File: config.mk
export PLATFORM = sky130hd
export DESIGN_NAME = filter_pair_arbiter
export DESIGN_NICKNAME = d
export VERILOG_FILES = /design/src/rtl/filter_pair_arbiter.sv
export SDC_FILE = /design/constraint.sdc
export NUM_CORES = 2
export LEC_CHECK = 0
export BUFFER_PORTS_ARGS = -buffer_cell sky130_fd_sc_hd__buf_2
export CAP_MARGIN = 20
export CORE_MARGIN = 3
export CORE_UTILIZATION = 58
export CTS_CLUSTER_DIAMETER = 40
export DETAILED_ROUTE_END_ITERATION = 7
export MAX_ROUTING_LAYER = met4
export PLACE_DENSITY = 0.73
export SLEW_MARGIN = 20
export SYNTH_ARGS = -nofsm -noshare
export SYNTH_HDL_FRONTEND = slang
export SYNTH_SLANG_ARGS = --single-unit
File: constraint.sdc
create_clock -name clk -period 12 [get_ports clk]
set_input_delay 1.8 -clock clk [delete_from_list [all_inputs] [get_ports clk]]
set_output_delay 1.8 -clock clk [all_outputs]
set_load 0.005 [all_outputs]
File: src/rtl/filter_pair_arbiter.sv
// Per-lane pair FIFOs with a round-robin merge onto the single force-evaluation pipeline.
// Optional PAIR_ARB_STATS_EN adds handshake and drop counters.
module filter_pair_arbiter #(
  parameter int NUM_FILTERS = 4,
  parameter int PAIR_WIDTH  = 96,
  parameter int FIFO_DEPTH  = 8,
  parameter int BP_MARGIN   = 3
) (
  input  logic                               clk,
  input  logic                               rst,
  input  logic                               i_flush,
  input  logic [NUM_FILTERS-1:0]             i_pair_valid,
  input  logic [NUM_FILTERS*PAIR_WIDTH-1:0]  i_pair_data,
  input  logic                               i_force_ready,
  output logic                               o_pair_valid,
  output logic [PAIR_WIDTH-1:0]              o_pair_data,
  output logic [$clog2(NUM_FILTERS)-1:0]     o_pair_src,
  output logic [NUM_FILTERS-1:0]             o_filter_back_pressure,
  output logic                               o_overflow,
  output logic                               o_all_empty
`ifdef PAIR_ARB_STATS_EN
  ,
  output logic [31:0]                        o_pairs_dispatched,
  output logic [15:0]                        o_drop_count
`endif
);

  localparam int SRC_W = $clog2(NUM_FILTERS);
  localparam int PTR_W = $clog2(FIFO_DEPTH);
  localparam int OCC_W = PTR_W + 1;
  localparam logic [OCC_W-1:0] OCC_FULL = OCC_W'(FIFO_DEPTH);
  localparam logic [OCC_W-1:0] OCC_BP   = OCC_W'(FIFO_DEPTH - BP_MARGIN);

  logic [PAIR_WIDTH-1:0] mem [NUM_FILTERS][FIFO_DEPTH];
  logic [PTR_W-1:0]      wr_ptr   [NUM_FILTERS];
  logic [PTR_W-1:0]      rd_ptr   [NUM_FILTERS];
  logic [OCC_W-1:0]      occ      [NUM_FILTERS];
  logic [OCC_W-1:0]      occ_next [NUM_FILTERS];
  logic [NUM_FILTERS-1:0] wr_en, pop, nonempty, full;
  logic [SRC_W-1:0]      last_grant, grant_idx, cand;
  logic                  grant_found, load, valid_next, all_occ_zero;

  always_comb begin
    load         = !o_pair_valid || i_force_ready;
    grant_found  = 1'b0;
    grant_idx    = '0;
    cand         = '0;
    all_occ_zero = 1'b1;
    for (int i = 0; i < NUM_FILTERS; i++) begin
      nonempty[i] = (occ[i] != '0);
      full[i]     = (occ[i] == OCC_FULL);
      wr_en[i]    = i_pair_valid[i] && !full[i];
    end
    // Scan starts one past the previous winner so every lane gets a turn.
    for (int i = 1; i <= NUM_FILTERS; i++) begin
      cand = SRC_W'((int'(last_grant) + i) % NUM_FILTERS);
      if (!grant_found && nonempty[cand]) begin
        grant_found = 1'b1;
        grant_idx   = cand;
      end
    end
    valid_next = load ? grant_found : o_pair_valid;
    for (int i = 0; i < NUM_FILTERS; i++) begin
      pop[i]      = load && grant_found && (grant_idx == SRC_W'(i));
      occ_next[i] = occ[i] + OCC_W'(wr_en[i]) - OCC_W'(pop[i]);
      if (occ_next[i] != '0) all_occ_zero = 1'b0;
    end
  end

  always_ff @(posedge clk) begin
    for (int k = 0; k < NUM_FILTERS; k++) begin
      if (wr_en[k] && !i_flush)
        mem[k][wr_ptr[k]] <= i_pair_data[k*PAIR_WIDTH +: PAIR_WIDTH];
    end
  end

  always_ff @(posedge clk or negedge rst) begin
    if (!rst) begin
      for (int k = 0; k < NUM_FILTERS; k++) begin
        wr_ptr[k] <= '0;
        rd_ptr[k] <= '0;
        occ[k]    <= '0;
      end
      o_pair_valid           <= 1'b0;
      o_pair_data            <= '0;
      o_pair_src             <= '0;
      o_filter_back_pressure <= '0;
      o_overflow             <= 1'b0;
      o_all_empty            <= 1'b1;
      last_grant             <= SRC_W'(NUM_FILTERS - 1);
    end else if (i_flush) begin
      for (int k = 0; k < NUM_FILTERS; k++) begin
        wr_ptr[k] <= '0;
        rd_ptr[k] <= '0;
        occ[k]    <= '0;
      end
      o_pair_valid           <= 1'b0;
      o_filter_back_pressure <= '0;
      o_overflow             <= 1'b0;
      o_all_empty            <= 1'b1;
      last_grant             <= SRC_W'(NUM_FILTERS - 1);
    end else begin
      for (int k = 0; k < NUM_FILTERS; k++) begin
        if (wr_en[k]) wr_ptr[k] <= wr_ptr[k] + 1'b1;
        if (pop[k])   rd_ptr[k] <= rd_ptr[k] + 1'b1;
        occ[k]                    <= occ_next[k];
        o_filter_back_pressure[k] <= (occ_next[k] >= OCC_BP);
      end
      if (|(i_pair_valid & full)) o_overflow <= 1'b1;
      if (load) begin
        o_pair_valid <= grant_found;
        if (grant_found) begin
          o_pair_data <= mem[grant_idx][rd_ptr[grant_idx]];
          o_pair_src  <= grant_idx;
          last_grant  <= grant_idx;
        end
      end
      o_all_empty <= all_occ_zero && !valid_next;
    end
  end

`ifdef PAIR_ARB_STATS_EN
  logic [15:0] drop_num;
  logic [16:0] drop_sum;

  always_comb begin
    drop_num = '0;
    for (int i = 0; i < NUM_FILTERS; i++) begin
      if (i_pair_valid[i] && full[i]) drop_num = drop_num + 16'd1;
    end
    drop_sum = {1'b0, o_drop_count} + {1'b0, drop_num};
  end

  always_ff @(posedge clk or negedge rst) begin
    if (!rst) begin
      o_pairs_dispatched <= '0;
      o_drop_count       <= '0;
    end else if (i_flush) begin
      o_pairs_dispatched <= '0;
      o_drop_count       <= '0;
    end else begin
      if (o_pair_valid && i_force_ready) o_pairs_dispatched <= o_pairs_dispatched + 32'd1;
      o_drop_count <= drop_sum[16] ? 16'hFFFF : drop_sum[15:0];
    end
  end
`endif

endmodule

# Word-level counts from Yosys, hierarchy flattened
# Memory sizes are Yosys's and may differ from the RTL's.
# Index checks and enable logic that the tools add are counted.
[word_totals]
ff_bits = 147
ram_bits = 3072
word_cells = 190
mem_count = 1
[memory_table]
columns = ["memory", "words", "width", "rd", "rd_ports_with_merged_regs", "wr", "line", "text"]
rows = [
  ["mem", 4, 768, 1, 0, 4, "34", "logic [PAIR_WIDTH-1:0] mem [NUM_FILTERS][FIFO_DEPTH];"],
]
[op_classes]
n_addsub = 20
n_lt_le_gt_ge = 18
eq_ne = 7
muxes = 62
n_bitwise = 8
reduce_logical = 55
[ops]
columns = ["operator", "n"]
rows = [
  ["two-way mux 768 bit", 4],
  ["demux 96 bit (select 3 bit)", 4],
  ["two-way mux 96 bit", 6],
  ["binary-select mux 96 bit (select 3 bit)", 1],
  ["nonzero test 4 bit", 8],
  ["two-way mux 3 bit", 10],
  ["adder 3 x 1 -> 3 bit (second input constant)", 8],
  ["two-way mux 12 bit", 2],
  ["nonzero test 2 bit", 11],
  ["logical AND 1 bit", 21],
  ["two-way mux 1 bit", 21],
  ["greater-or-equal comparator 4 bit (second input constant)", 5],
  ["inverter 3 -> 4 bit", 5],
  ["adder 4 x 1 -> 4 bit", 4],
  ["equality test 4 bit (second input constant)", 4],
  ["greater-or-equal comparator 4 x 3 -> 1 bit (second input constant)", 4],
  ["< comparator 4 x 1 -> 1 bit (second input constant)", 4],
  ["two-way mux 16 bit", 1],
  ["subtractor 4 x 1 -> 4 bit", 4],
  ["two-way mux 2 bit", 7],
  ["< comparator 2 x 3 -> 1 bit (second input constant)", 4],
  ["zero test 1 bit", 10],
  ["binary-select mux 1 bit (select 2 bit)", 4],
  ["binary-select mux 3 bit (select 2 bit)", 1],
  ["other kinds (14)", 17],
]

# Depth between registers and ports, before layout
[depth]
depth_word = 23
ltp_mapped = 22
ltp_nobuf = 17

# Worst setup path after synthesis
# Ideal clock, no wire load.
[synth_timing]
kind = "in2reg"
from = "input port i_flush"
to = "memory mem[2][672] (netlist bit) (enable)"
setup_ns = 0.668
arrival_time_ns = 8.912
setup_slack_ns = 2.420
cell_stages = 3
path_cell_list = "clkbuf_1 or3_1 nor3_1"
[synth_lines]
columns = ["item", "line", "text"]
rows = [
  ["from (decl)", "11", "input logic i_flush,"],
  ["to (decl)", "34", ""],
]

# Worst setup path after layout
[layout_timing]
from = "register occ[2] (netlist bit)"
to = "register o_pair_data[86]"
[layout_between]
elab_chain_len = 21
word_cells_on_any_way = 33
cone_classes = "mux (22); bitwise (2); reduce/logical (8); memory (1)"
[layout_lines]
columns = ["item", "line", "text"]
rows = [
  ["from (decl)", "37", "logic [OCC_W-1:0] occ [NUM_FILTERS];"],
  ["from (signal, indexed assignment)", "106", "occ[k] <= occ_next[k];"],
  ["nonzero test 4 bit *", "50", "nonempty[i] = (occ[i] != '0);"],
  ["binary-select mux 1 bit (select 2 bit)", "57", "if (!grant_found && nonempty[cand]) begin"],
  ["two-way mux 1 bit (implied by the code)", "57", ""],
  ["two-way mux 1 bit", "57", ""],
  ["zero test 1 bit", "57", ""],
  ["logical AND 1 bit", "57", ""],
  ["two-way mux 1 bit", "57", ""],
  ["zero test 1 bit", "57", ""],
  ["(+3 left out)", "-", ""],
  ["logical AND 1 bit", "57", ""],
  ["two-way mux 2 bit", "57", ""],
  ["inverter 2 -> 3 bit (implied by the code)", "113", "o_pair_data <= mem[grant_idx][rd_ptr[grant_idx]];"],
  ["binary-select mux 3 bit (select 2 bit)", "113", ""],
  ["two-way mux 3 bit (implied by the code) (2 in a row)", "113", ""],
  ["inverter 3 -> 4 bit (implied by the code)", "113", ""],
  ["binary-select mux 96 bit (select 3 bit)", "113", ""],
  ["two-way mux 96 bit (implied by the code) (2 in a row)", "113", ""],
  ["to (signal assigned)", "113", ""],
  ["to (decl)", "16", "output logic [PAIR_WIDTH-1:0] o_pair_data,"],
]
# Mark *: on every way between the ends. The rest lies on a longest branch, timed or not. The select of a mux whose other input is x is not followed.
# A chain may end at the register's enable or synchronous reset.

==> flow_metrics.env <==
export IMPL_cp_max_fo=75
export IMPL_hold_path_class="flop to flop"
export IMPL_drv_cap=0
export IMPL_antenna_left=0
export IMPL_drive_gt1_share_pct=18.9
export IMPL_yosys_warnings=0
export IMPL_critical_path_arrival_ns=7.91
export IMPL_pre_cts_slack_ns=5.39
export IMPL_cts_setup_buffers=0
export IMPL_powerDensity_nw_per_um2=307
export IMPL_htreeDepth=5
export IMPL_die_h_um=481
export IMPL_ctsHoldBuffers=0
export IMPL_cp_slowest_stage_delay_ns=0.92
export IMPL_cts_root_buf="clkbuf_16"
export IMPL_min_to="o_pair_src[0]"
export IMPL_power_leakage_nw=55.4
export IMPL_rr_worst_depth=15
export IMPL_worst_pin_slew_ns=1.18
export IMPL_placed_cell_area_um2=136000
export IMPL_grt_antenna_before_repair=137
export IMPL_finalHoldViolations=0
export IMPL_synth_edff_count=3072
export IMPL_critPathKind="flop to flop"
export IMPL_cts_sinks=3219
export IMPL_die_w_um=481
export IMPL_clock_latency_ns=1.00
export IMPL_tns_ns=0
export IMPL_die_area_um2=231000
export IMPL_coreArea_um2=223000
export IMPL_num_io_pins=497
export IMPL_min_period_over_period_pct=58.3
export IMPL_slew_headroom_pct=21.1
export IMPL_place_congestion=0.849
export IMPL_yosys_top_cells_area="edfxtp_1 (71%), mux2i_1 (15%), dfrtp_1 (2.8%)"
export IMPL_min_period_ns=7.00
export IMPL_syn_to_final_growth_pct=15.6
export IMPL_start_util_pct=58.5
export IMPL_cp_required_ns=12.91
export IMPL_grtUsageMet2_pct=52.6
export IMPL_cp_startpoint="occ[2]"
export IMPL_wl_um=388000
export IMPL_drt_pass1_iterations=8
export IMPL_synth_top_area_share_pct=70.6
export IMPL_cp_common_cell="o211ai_1"
export IMPL_r2r_end="o_pair_data[86]"
export IMPL_grt_max_degree=149
export IMPL_clkSlewWorstSetupHoldPaths_ns=0.06
export IMPL_worstPathCellList="inv_1, ha_1, nor3b_2, nand3_4, o211ai_1, buf_6, buf_4, a221oi_4, buf_4, or2_4, buf_12, buf_16, o311ai_0, o211ai_1, o211ai_1"
export IMPL_yosysTopAreaCell="edfxtp_1"
export IMPL_vias=75300
export IMPL_ys_ff_latch=3219
export IMPL_via_per_inst=6.50
export IMPL_synthDistinctLibCells=55
export IMPL_final_area_um2=151000
export IMPL_grt_use_total_pct=34.4
export IMPL_ys_seq_area_share_pct=73.4
export IMPL_nets=8568
export IMPL_portBuffers=496
export IMPL_peakVddDrop_v=0.000612
export IMPL_synth_nets=7980
export IMPL_overflow=0
export IMPL_syn_inst=7552
export IMPL_cp_top_family="buffers and inverters"
export IMPL_grt_busiest_layer="met2"
export IMPL_status="finished clean"
export IMPL_grt_use_met1_pct=44.3
export IMPL_drtIter0Drc=10100
export IMPL_cp_end_kind="flop"
export IMPL_cp_start_kind="flop"
export IMPL_setup_ws_ns=5.00
export IMPL_finalSetupViolCount=0
export IMPL_slew_viol_final=0
export IMPL_cts_resized=0
export IMPL_synth_area_um2=131000
export IMPL_rows=173
export IMPL_tritoncts="done"
export IMPL_rsz0062_at_grt="no"
export IMPL_clock_fmax_mhz=143
export IMPL_synth_avg_cell_area_um2=17.3
export IMPL_final_cell_mix="edfxtp_1 (3072), mux2i_1 (1932), nand2_1 (502), buf_2 (495), clkbuf_16 (430)"
export IMPL_cp_buffers_inverters=6
export IMPL_holdPathStages=2
export IMPL_clock_path_buffers=4
export IMPL_finClkSkew_ns=0.0720
export IMPL_drc_errors=0
export IMPL_slowest_stage="buf_4"
export IMPL_grt_util_met3_pct=8.22
export IMPL_layout_commonest_cell="edfxtp_1"
export IMPL_avgRoutedWirePerCell_um=33.5
export IMPL_power_mw=46.4
export IMPL_grt_pass1_wl_um=549000
export IMPL_async_flop_share_pct=4.57
export IMPL_r2r_start="occ[2]"
export IMPL_post_dp_hpwl_um=202000
export IMPL_first_global_vias=75600
export IMPL_numCtsBuffers=425
export IMPL_min_from="o_pair_src[0]"
export IMPL_r2r_slack_ns=5.00
export IMPL_ys_flop_type="edfxtp_1"
[through the flow]
stage | util, % | hold slack, ns | std cells
2_1_floorplan | - | 0.473 | 7552
3_3_place_gp | 61.2 | 0.473 | 10700
3_5_place_dp | 61.2 | 0.473 | 10700
4_1_cts | 67.5 | 0.487 | 11500
5_1_grt | 67.7 | 0.520 | 11600
6_report | 67.7 | 0.487 | 11600
[layer usage]
metal,up-vias,wire length (µm)
li1,31300,-
met1,38200,143000
met2,5015,184000
met3,890,45600
met4,0,16300
met5,-,0
[power by group]
group	internal (mW)	total [mW]	switching, mW	leakage, nW
sequential	12.9	13.2	0.333	29.6
combinational	8.46	20.6	12.1	18.9
clock	7.69	12.6	4.89	6.86
[sequential cells by signal (all words and copies together), names as in the netlist]
signal	flops
o_pair_data	96
occ	16
o_overflow	1
o_pair_src	2
o_all_empty	1
wr_ptr	12
mem	3072
rd_ptr	12
last_grant	2
o_filter_back_pressure	4
o_pair_valid	1
[cell type report]
type                    count  area (µm²)
diodes                    126         315
clock inverters           286        3130
fillers                 14500       72100
flip-flops and latches   3219       95900
well taps                2975        3720
inverters                 123         467
multi-input cells        3722       32500
repair buffers            649        3940
clock buffers             488       11100
[synthesized netlist by cell type, types with 2 or more instances]
| master | instances |
|---|---|
| or3b_1 | 3 |
| buf_6 | 11 |
| nand3_1 | 8 |
| or3_1 | 6 |
| a211oi_1 | 2 |
| and2_1 | 3 |
| buf_4 | 3 |
| o21ai_0 | 5 |
| o211ai_1 | 193 |
| o221ai_1 | 191 |
| o22ai_1 | 2 |
| xnor2_1 | 16 |
| a21o_1 | 7 |
| clkbuf_1 | 302 |
| mux2i_1 | 1932 |
| nand4_1 | 4 |
| o2111ai_1 | 98 |
| nand2b_1 | 14 |
| o311ai_1 | 5 |
| nand2_1 | 503 |
| buf_2 | 153 |
| mux2_2 | 215 |
| fa_1 | 4 |
| a21oi_1 | 7 |
| nor2_1 | 66 |
| xor2_1 | 8 |
| a2111oi_0 | 2 |
| nor2b_1 | 6 |
| mux2_1 | 72 |
| and3_1 | 196 |
| buf_1 | 19 |
| nor3b_2 | 2 |
| dfrtp_1 | 144 |
| nor3_1 | 14 |
| dfstp_2 | 3 |
| ha_1 | 32 |
| o311ai_0 | 90 |
| inv_1 | 123 |
| edfxtp_1 | 3072 |
[cell families (layout without fill, tap and decap cells)]
| family | count (synthesis) | count (layout) | synth area share, % |
|---|---|---|---|
| AOI/OAI and AO/OA | 613 | 613 | 3.91 |
| adders and majority gates | 36 | 36 | 0.368 |
| muxes | 2220 | 2220 | 17.3 |
| buffers and inverters | 611 | 1546 | 1.97 |
| other | 0 | 126 | 0 |
| and+or+nand+nor | 829 | 829 | 2.87 |
| DFF | 3219 | 3219 | 73.4 |
| xor gates and xnor gates | 24 | 24 | 0.161 |
[worst register-to-register path, cell delays in order (launching register included)]
cell	delay, ns
dfrtp_1	0.35
inv_1	0.11
ha_1	0.17
nor3b_2	0.56
nand3_4	0.67
o211ai_1	0.41
buf_6	0.62
buf_4	0.93
a221oi_4	0.16
buf_4	0.39
or2_4	0.62
buf_12	0.37
buf_16	0.50
o311ai_0	0.75
o211ai_1	0.17
o211ai_1	0.16
[worst max path at each step]
stage / endpoint / slack, ns / cells after the start
final: o_pair_data[86] / 5.00 / 15
after global routing: o_pair_data[86] / 4.99 / 15
after CTS: o_pair_data[86] / 5.32 / 14
after detailed placement: o_pair_data[78] / 5.39 / 14
after global placement: o_pair_data[78] / 5.25 / 14
after floorplan: mem[2][672] / 2.42 / 3
No activity file was read; power rests on OpenSTA's default activity.
